===== src/rtl/write_to_ddr3_pkg.sv =====
// Shared definitions for the DDR3 frame writer and its reader counterpart:
// FSM encoding, burst geometry and the last-burst index formula.
package write_to_ddr3_pkg;

    typedef enum logic [1:0] {
        IDLE       = 2'd0,
        BURST      = 2'd1,
        TEST_WRITE = 2'd2
    } wr_state_t;

    localparam int         BURST_LEN   = 4;
    localparam logic [2:0] SIZE_BURST  = 3'b100;
    localparam logic [2:0] SIZE_SINGLE = 3'b001;

    // Index of the last 4-beat burst in a frame; the reader uses the same formula.
    function automatic int max_count(input int width, input int height);
        return ((width * height) >> 2) - 1;
    endfunction

endpackage


===== src/rtl/write_to_ddr3.sv =====
// Avalon-MM write master: drains a show-ahead frame FIFO into two alternating
// DDR3 frame buffers in 4-beat bursts and services single-beat test writes.
module write_to_ddr3
    import write_to_ddr3_pkg::*;
#(
    parameter int IMAGE_WIDTH  = 1280,
    parameter int IMAGE_HEIGHT = 1024
) (
    input  logic         ddr3_clk,
    input  logic         ddr3_reset_n,
    input  logic [127:0] fifo_data,
    input  logic [9:0]   fifo_level,
    output logic         fifo_rd,
    input  logic         ddr3_wr_buffer0_full,
    input  logic         ddr3_wr_buffer1_full,
    input  logic [25:0]  ddr3_buffer0_offset,
    input  logic [25:0]  ddr3_buffer1_offset,
    output logic         buffer0_done,
    output logic         buffer1_done,
    input  logic         test_wr,
    input  logic [31:0]  test_addr,
    input  logic [127:0] test_wr_data,
    output logic         wr_finish,
    input  logic         ddr3_avl_ready,
    output logic         ddr3_avl_burstbegin,
    output logic         ddr3_avl_write_req,
    output logic [2:0]   ddr3_avl_size,
    output logic [25:0]  ddr3_avl_addr,
    output logic [127:0] ddr3_avl_wdata,
    output logic [15:0]  ddr3_avl_be
);

    localparam int               MAX_COUNT  = max_count(IMAGE_WIDTH, IMAGE_HEIGHT);
    localparam int               CNT_W      = (MAX_COUNT > 0) ? $clog2(MAX_COUNT + 1) : 1;
    localparam logic [CNT_W-1:0] LAST_BURST = CNT_W'(MAX_COUNT);
    localparam int               BEAT_W     = $clog2(BURST_LEN);
    localparam logic [BEAT_W-1:0] LAST_BEAT = BEAT_W'(BURST_LEN - 1);

    wr_state_t          r_state, w_state_next;
    logic [CNT_W-1:0]   r_burst_count;
    logic [BEAT_W-1:0]  r_beat_count;
    logic               r_buffer_sel;
    logic               r_test_pending;
    logic [25:0]        r_test_addr;
    logic [127:0]       r_test_data;
    logic [25:0]        r_next_addr;
    logic [25:0]        r_avl_addr;
    logic [2:0]         r_avl_size;
    logic               r_buffer0_done, r_buffer1_done, r_wr_finish;

    logic               w_frame_ok, w_beat_accept, w_burst_end, w_test_accept;
    logic               w_sel_full;
    logic [25:0]        w_sel_offset;
    logic               w_test_addr_unused;

    assign w_test_addr_unused = ^test_addr[31:26];

    assign w_sel_full    = r_buffer_sel ? ddr3_wr_buffer1_full : ddr3_wr_buffer0_full;
    assign w_sel_offset  = r_buffer_sel ? ddr3_buffer1_offset : ddr3_buffer0_offset;
    assign w_frame_ok    = !w_sel_full && (fifo_level >= 10'(BURST_LEN));
    assign w_beat_accept = (r_state == BURST) && ddr3_avl_ready;
    assign w_burst_end   = w_beat_accept && (r_beat_count == LAST_BEAT);
    assign w_test_accept = (r_state == TEST_WRITE) && ddr3_avl_ready;

    always_ff @(posedge ddr3_clk or negedge ddr3_reset_n) begin
        if (!ddr3_reset_n) r_state <= IDLE;
        else               r_state <= w_state_next;
    end

    // NOTE: every output of this block gets a default first so no path leaves a latch.
    always_comb begin
        w_state_next        = r_state;
        ddr3_avl_write_req  = 1'b0;
        ddr3_avl_burstbegin = 1'b0;
        ddr3_avl_wdata      = fifo_data;
        fifo_rd             = 1'b0;
        unique case (r_state)
            IDLE: begin
                if (r_test_pending)  w_state_next = TEST_WRITE;
                else if (w_frame_ok) w_state_next = BURST;
            end
            BURST: begin
                ddr3_avl_write_req  = 1'b1;
                ddr3_avl_burstbegin = (r_beat_count == '0);
                fifo_rd             = ddr3_avl_ready;
                if (w_burst_end) w_state_next = IDLE;
            end
            TEST_WRITE: begin
                ddr3_avl_write_req  = 1'b1;
                ddr3_avl_burstbegin = 1'b1;
                ddr3_avl_wdata      = r_test_data;
                if (ddr3_avl_ready) w_state_next = IDLE;
            end
            default: w_state_next = IDLE;
        endcase
    end

    // NOTE: sequential state uses non-blocking assignments so every register samples pre-edge values.
    always_ff @(posedge ddr3_clk or negedge ddr3_reset_n) begin
        if (!ddr3_reset_n) begin
            r_burst_count  <= '0;
            r_beat_count   <= '0;
            r_buffer_sel   <= 1'b0;
            r_test_pending <= 1'b0;
            r_test_addr    <= '0;
            r_test_data    <= '0;
            r_next_addr    <= '0;
            r_avl_addr     <= '0;
            r_avl_size     <= '0;
            r_buffer0_done <= 1'b0;
            r_buffer1_done <= 1'b0;
            r_wr_finish    <= 1'b0;
        end else begin
            r_buffer0_done <= 1'b0;
            r_buffer1_done <= 1'b0;
            r_wr_finish    <= w_test_accept;

            // A fresh request wins over the clear so a back-to-back request is never lost.
            if (test_wr) begin
                r_test_pending <= 1'b1;
                r_test_addr    <= test_addr[25:0];
                r_test_data    <= test_wr_data;
            end else if (w_test_accept) begin
                r_test_pending <= 1'b0;
            end

            if (r_state == IDLE && r_test_pending) begin
                r_avl_addr <= r_test_addr;
                r_avl_size <= SIZE_SINGLE;
            end else if (r_state == IDLE && w_frame_ok) begin
                // The frame address lives in r_next_addr so a test write cannot derail it.
                r_avl_addr <= (r_burst_count == '0) ? w_sel_offset : r_next_addr;
                r_avl_size <= SIZE_BURST;
            end

            if (w_beat_accept)
                r_beat_count <= (r_beat_count == LAST_BEAT) ? '0 : r_beat_count + 1'b1;

            if (w_burst_end) begin
                if (r_burst_count == LAST_BURST) begin
                    r_buffer0_done <= !r_buffer_sel;
                    r_buffer1_done <= r_buffer_sel;
                    r_buffer_sel   <= !r_buffer_sel;
                    r_burst_count  <= '0;
                end else begin
                    r_burst_count  <= r_burst_count + 1'b1;
                    r_next_addr    <= r_avl_addr + 26'(BURST_LEN);
                end
            end
        end
    end

    assign ddr3_avl_addr = r_avl_addr;
    assign ddr3_avl_size = r_avl_size;
    assign ddr3_avl_be   = 16'hFFFF;
    assign buffer0_done  = r_buffer0_done;
    assign buffer1_done  = r_buffer1_done;
    assign wr_finish     = r_wr_finish;

endmodule


===== config.mk =====
export PLATFORM = sky130hd
export DESIGN_NAME = write_to_ddr3
export DESIGN_NICKNAME = d
export VERILOG_FILES = /design/src/rtl/write_to_ddr3_pkg.sv /design/src/rtl/write_to_ddr3.sv
export SDC_FILE = /design/constraint.sdc
export NUM_CORES = 1
export LEC_CHECK = 0
export CAP_MARGIN = 25
export CORE_AREA = 2 2 206 208
export CTS_BUF_LIST = sky130_fd_sc_hd__clkbuf_2
export CTS_CLUSTER_DIAMETER = 50
export DETAILED_ROUTE_END_ITERATION = 10
export DIE_AREA = 0 0 208 210
export SLEW_MARGIN = 0
export SYNTH_ARGS = -nofsm -noshare
export SYNTH_HDL_FRONTEND = slang
export SYNTH_SLANG_ARGS = --single-unit
export TNS_END_PERCENT = 5

===== constraint.sdc =====
create_clock -name ddr3_clk -period 2.1 [get_ports ddr3_clk]
set_input_delay 0.42 -clock ddr3_clk [delete_from_list [all_inputs] [get_ports ddr3_clk]]
set_output_delay 0.42 -clock ddr3_clk [all_outputs]
set_load 0.03 [all_outputs]

# Yosys cells after proc, flatten, opt, wreduce, memory -nomap -nowiden

Cells that the tools add are included.

Equality and inequality tests: 7
Reduce and logical (&&, ||, !) cells: 17
Magnitude comparators: 1
Add/sub/neg operators: 3
Multiplexer cells: 24
Bitwise logic cells: 1

Operator list:

| kind                  | number |
|---|---|
| $mux 128              | 1 |
| $mux 26               | 4 |
| $add 26x3->26 const B | 1 |
| $add 19x1->19 const B | 1 |
| $eq 19x19->1 const B  | 1 |
| $logic_not 19->1      | 1 |
| $mux 19               | 1 |
| $ge 10x3->1 const B   | 1 |
| $mux 2                | 5 |
| $mux 1                | 9 |
| $logic_and 1x1->1     | 6 |
| $mux 3                | 2 |
| $pmux 2 s3            | 1 |
| $eq 2x2->1 const B    | 2 |
| $logic_not 2->1       | 2 |
| $ne 2x2->1 const B    | 2 |
| $reduce_and 2->1      | 2 |
| $reduce_bool 2->1     | 2 |
| $ne 3x3->1 const B    | 1 |
| $reduce_and 3->1      | 1 |
| $add 2x1->2 const B   | 1 |
| $eq 2x1->1 const B    | 1 |
| $logic_not 1->1       | 2 |
| $pmux 1 s2            | 1 |
| other kinds (2)       | 2 |

Output and inout port bits: 179
Logic and storage cells: 66
Register bits after elaboration: 237
Input port bits: 356

# Logic depth before layout (Yosys ltp)

Gate-level depths: netlist of the first run.

Word-level depth: 6
Depth in mapped cells: 7
Mapped depth without buffers: 7

# Worst setup path before layout of the first run

OpenSTA, ideal clock, no wires.

Path type: register to output
Start: register r_state[0]
End: output port ddr3_avl_burstbegin
Path slack: -171 ps
Path buffers: 3
Data required time: 1680 ps
Data arrival time: 1851 ps
Stages on the path, launching flop included: 8
Cell sequence: dfrtp_1 inv_1 ha_1 clkbuf_1 clkbuf_1 clkbuf_1 a21oi_1 nor2b_1

Word-level cells in the longest chain between the ends: 2

RTL lines:

| what                                     | RTL line            | text |
|---|---|---|
| start: declaration                       | write_to_ddr3.sv:39 | `wr_state_t r_state, w_state_next;` |
| start signal: assignment                 | write_to_ddr3.sv:67 | `else r_state <= w_state_next;` |
| $eq 2x2->1 or $eq 2x1->1 (tied branches) | write_to_ddr3.sv:77 | `unique case (r_state)` |
| $pmux 1 s2 (*)                           | write_to_ddr3.sv:77 |  |
| end: declaration                         | write_to_ddr3.sv:25 | `output logic ddr3_avl_burstbegin,` |

Every way passes the cells marked *; elsewhere a longest branch is shown, timed or not.

# Worst setup path after layout of the first run

Start: register r_state[0]
End: output port ddr3_avl_wdata[9]

Word-level cells in the longest chain between the ends: 2

RTL lines:

| what             | RTL line            | text |
|---|---|---|
| $eq 2x2->1       | write_to_ddr3.sv:77 |  |
| $mux 128         | write_to_ddr3.sv:77 |  |
| end: declaration | write_to_ddr3.sv:29 | `output logic [127:0] ddr3_avl_wdata,` |

Every way passes these cells.

==> results.py, run 1 <==
metrics = {
    "outcome": {
        "status": "finished with violations",
        "violations": "setup timing",
    },
    "power": {
        "power_density_nw_per_um2": 1081,
        "max-vdd-ir-drop_v": 0.0005823,
        "p_total_uw": 21400,
        "p_leak_uw": 0.008346,
    },
    "critical_path": {
        "arrival_ns": 2.50,
        "cp-end-kind": "output pin",
        "criticalPathCategory": "reg2out",
        "cp.required_ns": 1.68,
        "cp-start-kind": "register",
        "critPathMaxFanout": 8,
    },
    "clocking": {
        "htree_num_levels": 3,
        "clockBufferDepth": 3,
        "cts.reportedPaths.clkPinSlew_ns": 0.08,
        "cts_buffers": 71,
        "clkSinkCount": 236,
        "root_buffer": "clkbuf_2",
        "cts_tree": "done",
        "worstSkewPairLatency_ns": 0.97,
    },
    "synthesis": {
        "yosysWarnings": 0,
        "synth_cells": 956,
        "ys.flop_type": "dfrtp_1",
        "ys_seq_elements": 236,
        "synth_commonest_cells": "mux2_2 (309), dfrtp_1 (236), clkbuf_1 (38)",
        "synth-edff-count": 0,
        "synth_top_area_share_pct": 49.23,
        "ys_seq_area_share_pct": 49.23,
        "yosys.cell_count.top_type": "mux2_2",
        "async_flop_share_pct": 100.0,
        "avgSynthCellArea_um2": 12.55,
        "netlist_area_um2": 12000,
        "yosys.area.top_type": "dfrtp_1",
        "synth_area_leaders": "dfrtp_1 (49%), mux2_2 (29%), mux2i_1 (2.3%)",
        "synth_cell_types": 42,
    },
    "placement": {
        "gp_congestion": 0.8083,
        "dp_cells": 2006,
        "port_buffers": 509,
        "pre_cts_slack_ns": -0.3214,
        "dp_hpwl_um": 31280,
        "dpl_cell_area_um2": 18060,
    },
    "floorplanning": {
        "row_count": 75,
        "coreArea_um2": 41480,
        "boundaryPins": 535,
        "start_util_pct": 28.92,
        "die_h_um": 210,
        "die_x_um": 208,
        "die_area_um2": 43680,
    },
    "sta": {
        "setup_violations": 137,
        "fin_skew_ns": 0.08428,
        "fin_crit_sh_pct": 139.2,
        "finalWorstSetupSlack_ns": -0.8223,
        "timing.fmax_mhz": 342.2,
        "period_minus_slack_ns": 2.922,
        "hold_viol": 0,
        "slew_viol_final": 0,
        "rsz0062_at_grt": "yes",
    },
    "global_routing": {
        "grt_start_max_net_pins": 61,
        "grt_pass1_wl_um": 65470,
        "antenna_found_initial": 7,
        "overflow": 0,
        "grt_usage_pct": 19.41,
        "first_global_vias": 11360,
    },
    "worst_hold_path": {
        "hold_path.class": "in2reg",
    },
    "layout": {
        "final_cells": 2247,
        "area_growth_pct": 64.91,
        "layout-drive-gt1-share_pct": 40.80,
        "fill_cells": 3935,
        "finalNetCount": 2020,
        "post-route-util_pct": 47.70,
        "layout.cell_area.non_filler_um2": 19780,
    },
    "drt": {
        "detail-route-antenna-nets": 0,
        "drt_iter0_markers": 304,
        "vias": 10380,
        "wirelength_um": 43390,
        "avgRoutedWirePerCell_um": 19.31,
        "drc": 0,
        "via_per_inst": 4.619,
        "dr.pass1.iters": 4,
    },
    "run": {
        "maxCapViolations": 0,
    },
}
cells in the final DEF, fill, tap and decap left out, types with 4 or more instances in the layout:
cell type / instances
xnor2_1: 12
dlygate4sd3_1: 94
inv_2: 4
nand4_1: 9
buf_6: 48
a21oi_1: 29
buf_4: 54
buf_12: 21
and3_1: 7
buf_2: 98
nor2b_1: 31
a221oi_1: 26
mux2_2: 289
mux2i_1: 27
clkdlybuf4s15_2: 14
conb_1: 17
clkinv_2: 4
inv_1: 8
dfrtp_2: 19
clkdlybuf4s50_1: 345
o21ai_0: 4
clkbuf_16: 5
ha_1: 5
nor2_1: 32
o21ai_1: 29
mux2_4: 20
nand2_1: 20
dfrtp_1: 217
nand3_1: 28
diode_2: 7
xor2_1: 21
clkinv_1: 15
nor4_1: 5
and4_1: 4
clkbuf_2: 93
timing repair:
item | 4_1_cts | 5_1_grt
setup buffers | 8 | 7
hold buffers | 95 | 0
endpoints found under the setup margin | 162 | 173
cloned | 3 | 5
gates resized for setup | 542 | 273
hold endpoints to repair | 331 | 0
power by group:
group / total, uW / switching [uW] / internal [uW]
combinational: 11600 / 6000 / 5630
sequential: 6300 / 836 / 5470
clock: 3460 / 2110 / 1350
total: 21400 / 8950 / 12400
flip-flops by register name, indices dropped and copies added (netlist names):
register	flops
r_test_data	128
ddr3_avl_addr	26
r_next_addr	26
r_test_addr	26
r_burst_count	19
ddr3_avl_size	2
r_beat_count	2
r_state	2
buffer0_done	1
buffer1_done	1
r_buffer_sel	1
r_test_pending	1
wr_finish	1
critical path, stage by stage, from the launching register on:
cell	delay, ns
dfrtp_1	0.40
inv_2	0.08
ha_4	0.18
buf_12	0.17
buf_6	0.12
buf_12	0.11
mux2_2	0.33
buf_2	0.18
area by class of cell:
| cell class | count | area, um^2 | area share [%] |
|---|---|---|---|
| Timing Repair Buffer | 684 | 6646 | 33.59 |
| Sequential cell | 236 | 5929 | 29.97 |
| Multi-Input combinational cell | 652 | 5866 | 29.65 |
| Tap cell | 539 | 674.4 | 3.409 |
| Clock buffer | 93 | 465.4 | 2.353 |
| Clock inverter | 25 | 143.9 | 0.7273 |
| Inverter | 11 | 41.29 | 0.2087 |
| Antenna cell | 7 | 17.52 | 0.08854 |
worst paths after layout:
kind	start	endpoint	slack, ns	cells past startpoint
setup / recovery	r_state[0]	ddr3_avl_wdata[9]	-0.82	7
hold / removal	test_addr[14]	r_test_addr[14]	0.13	2
setup reg to reg	r_burst_count[12]	ddr3_avl_addr[14]	0.09	6
hold reg to reg	r_test_addr[13]	ddr3_avl_addr[13]	0.49	2
max in group asynchronous	ddr3_reset_n	r_test_data[103]	1.01	4
min in group asynchronous	ddr3_reset_n	r_test_data[17]	0.64	4
logic make-up (layout without fill, tap and decap cells):
| group | count (synthesis) | after routing | synth area share (%) |
|---|---|---|---|
| buf+inv | 83 | 813 | 3.598 |
| mux | 339 | 339 | 31.54 |
| flops | 236 | 236 | 49.23 |
| compound gates | 98 | 98 | 5.121 |
| xor+xnor | 33 | 33 | 2.409 |
| simple gates | 157 | 157 | 7.207 |
| fa+ha+maj | 8 | 8 | 0.8344 |
| other cells | 2 | 24 | 0.06260 |
stage by stage:
stage	TNS, ns	hold slack, ns
6_report	-99.04	0.1291
5_1_grt	-120.62	0.03899
4_1_cts	-133.09	0.0008228
3_5_place_dp	-31.48	0.3990
3_3_place_gp	-30.88	0.3973
2_1_floorplan	0	0.1244
routing by layer:
layer,share of wire [%],track usage (%),up-vias,routed length [um]
met4,2.5,8.119,2,1098
met5,0.030,0,-,13
met1,40,22.72,5045,17200
met2,51,33.51,397,21990
li1,-,-,4871,-
met3,7.1,5.349,65,3079
Power figures use the tool's default switching activity.
==> run 2: changes to the inputs <==
- GPL_ROUTABILITY_DRIVEN: not set -> 0
- SLEW_MARGIN: 0 -> not set
==> results of run 2 <==
Final layout, timing and power as in run 1 (identical DEF).
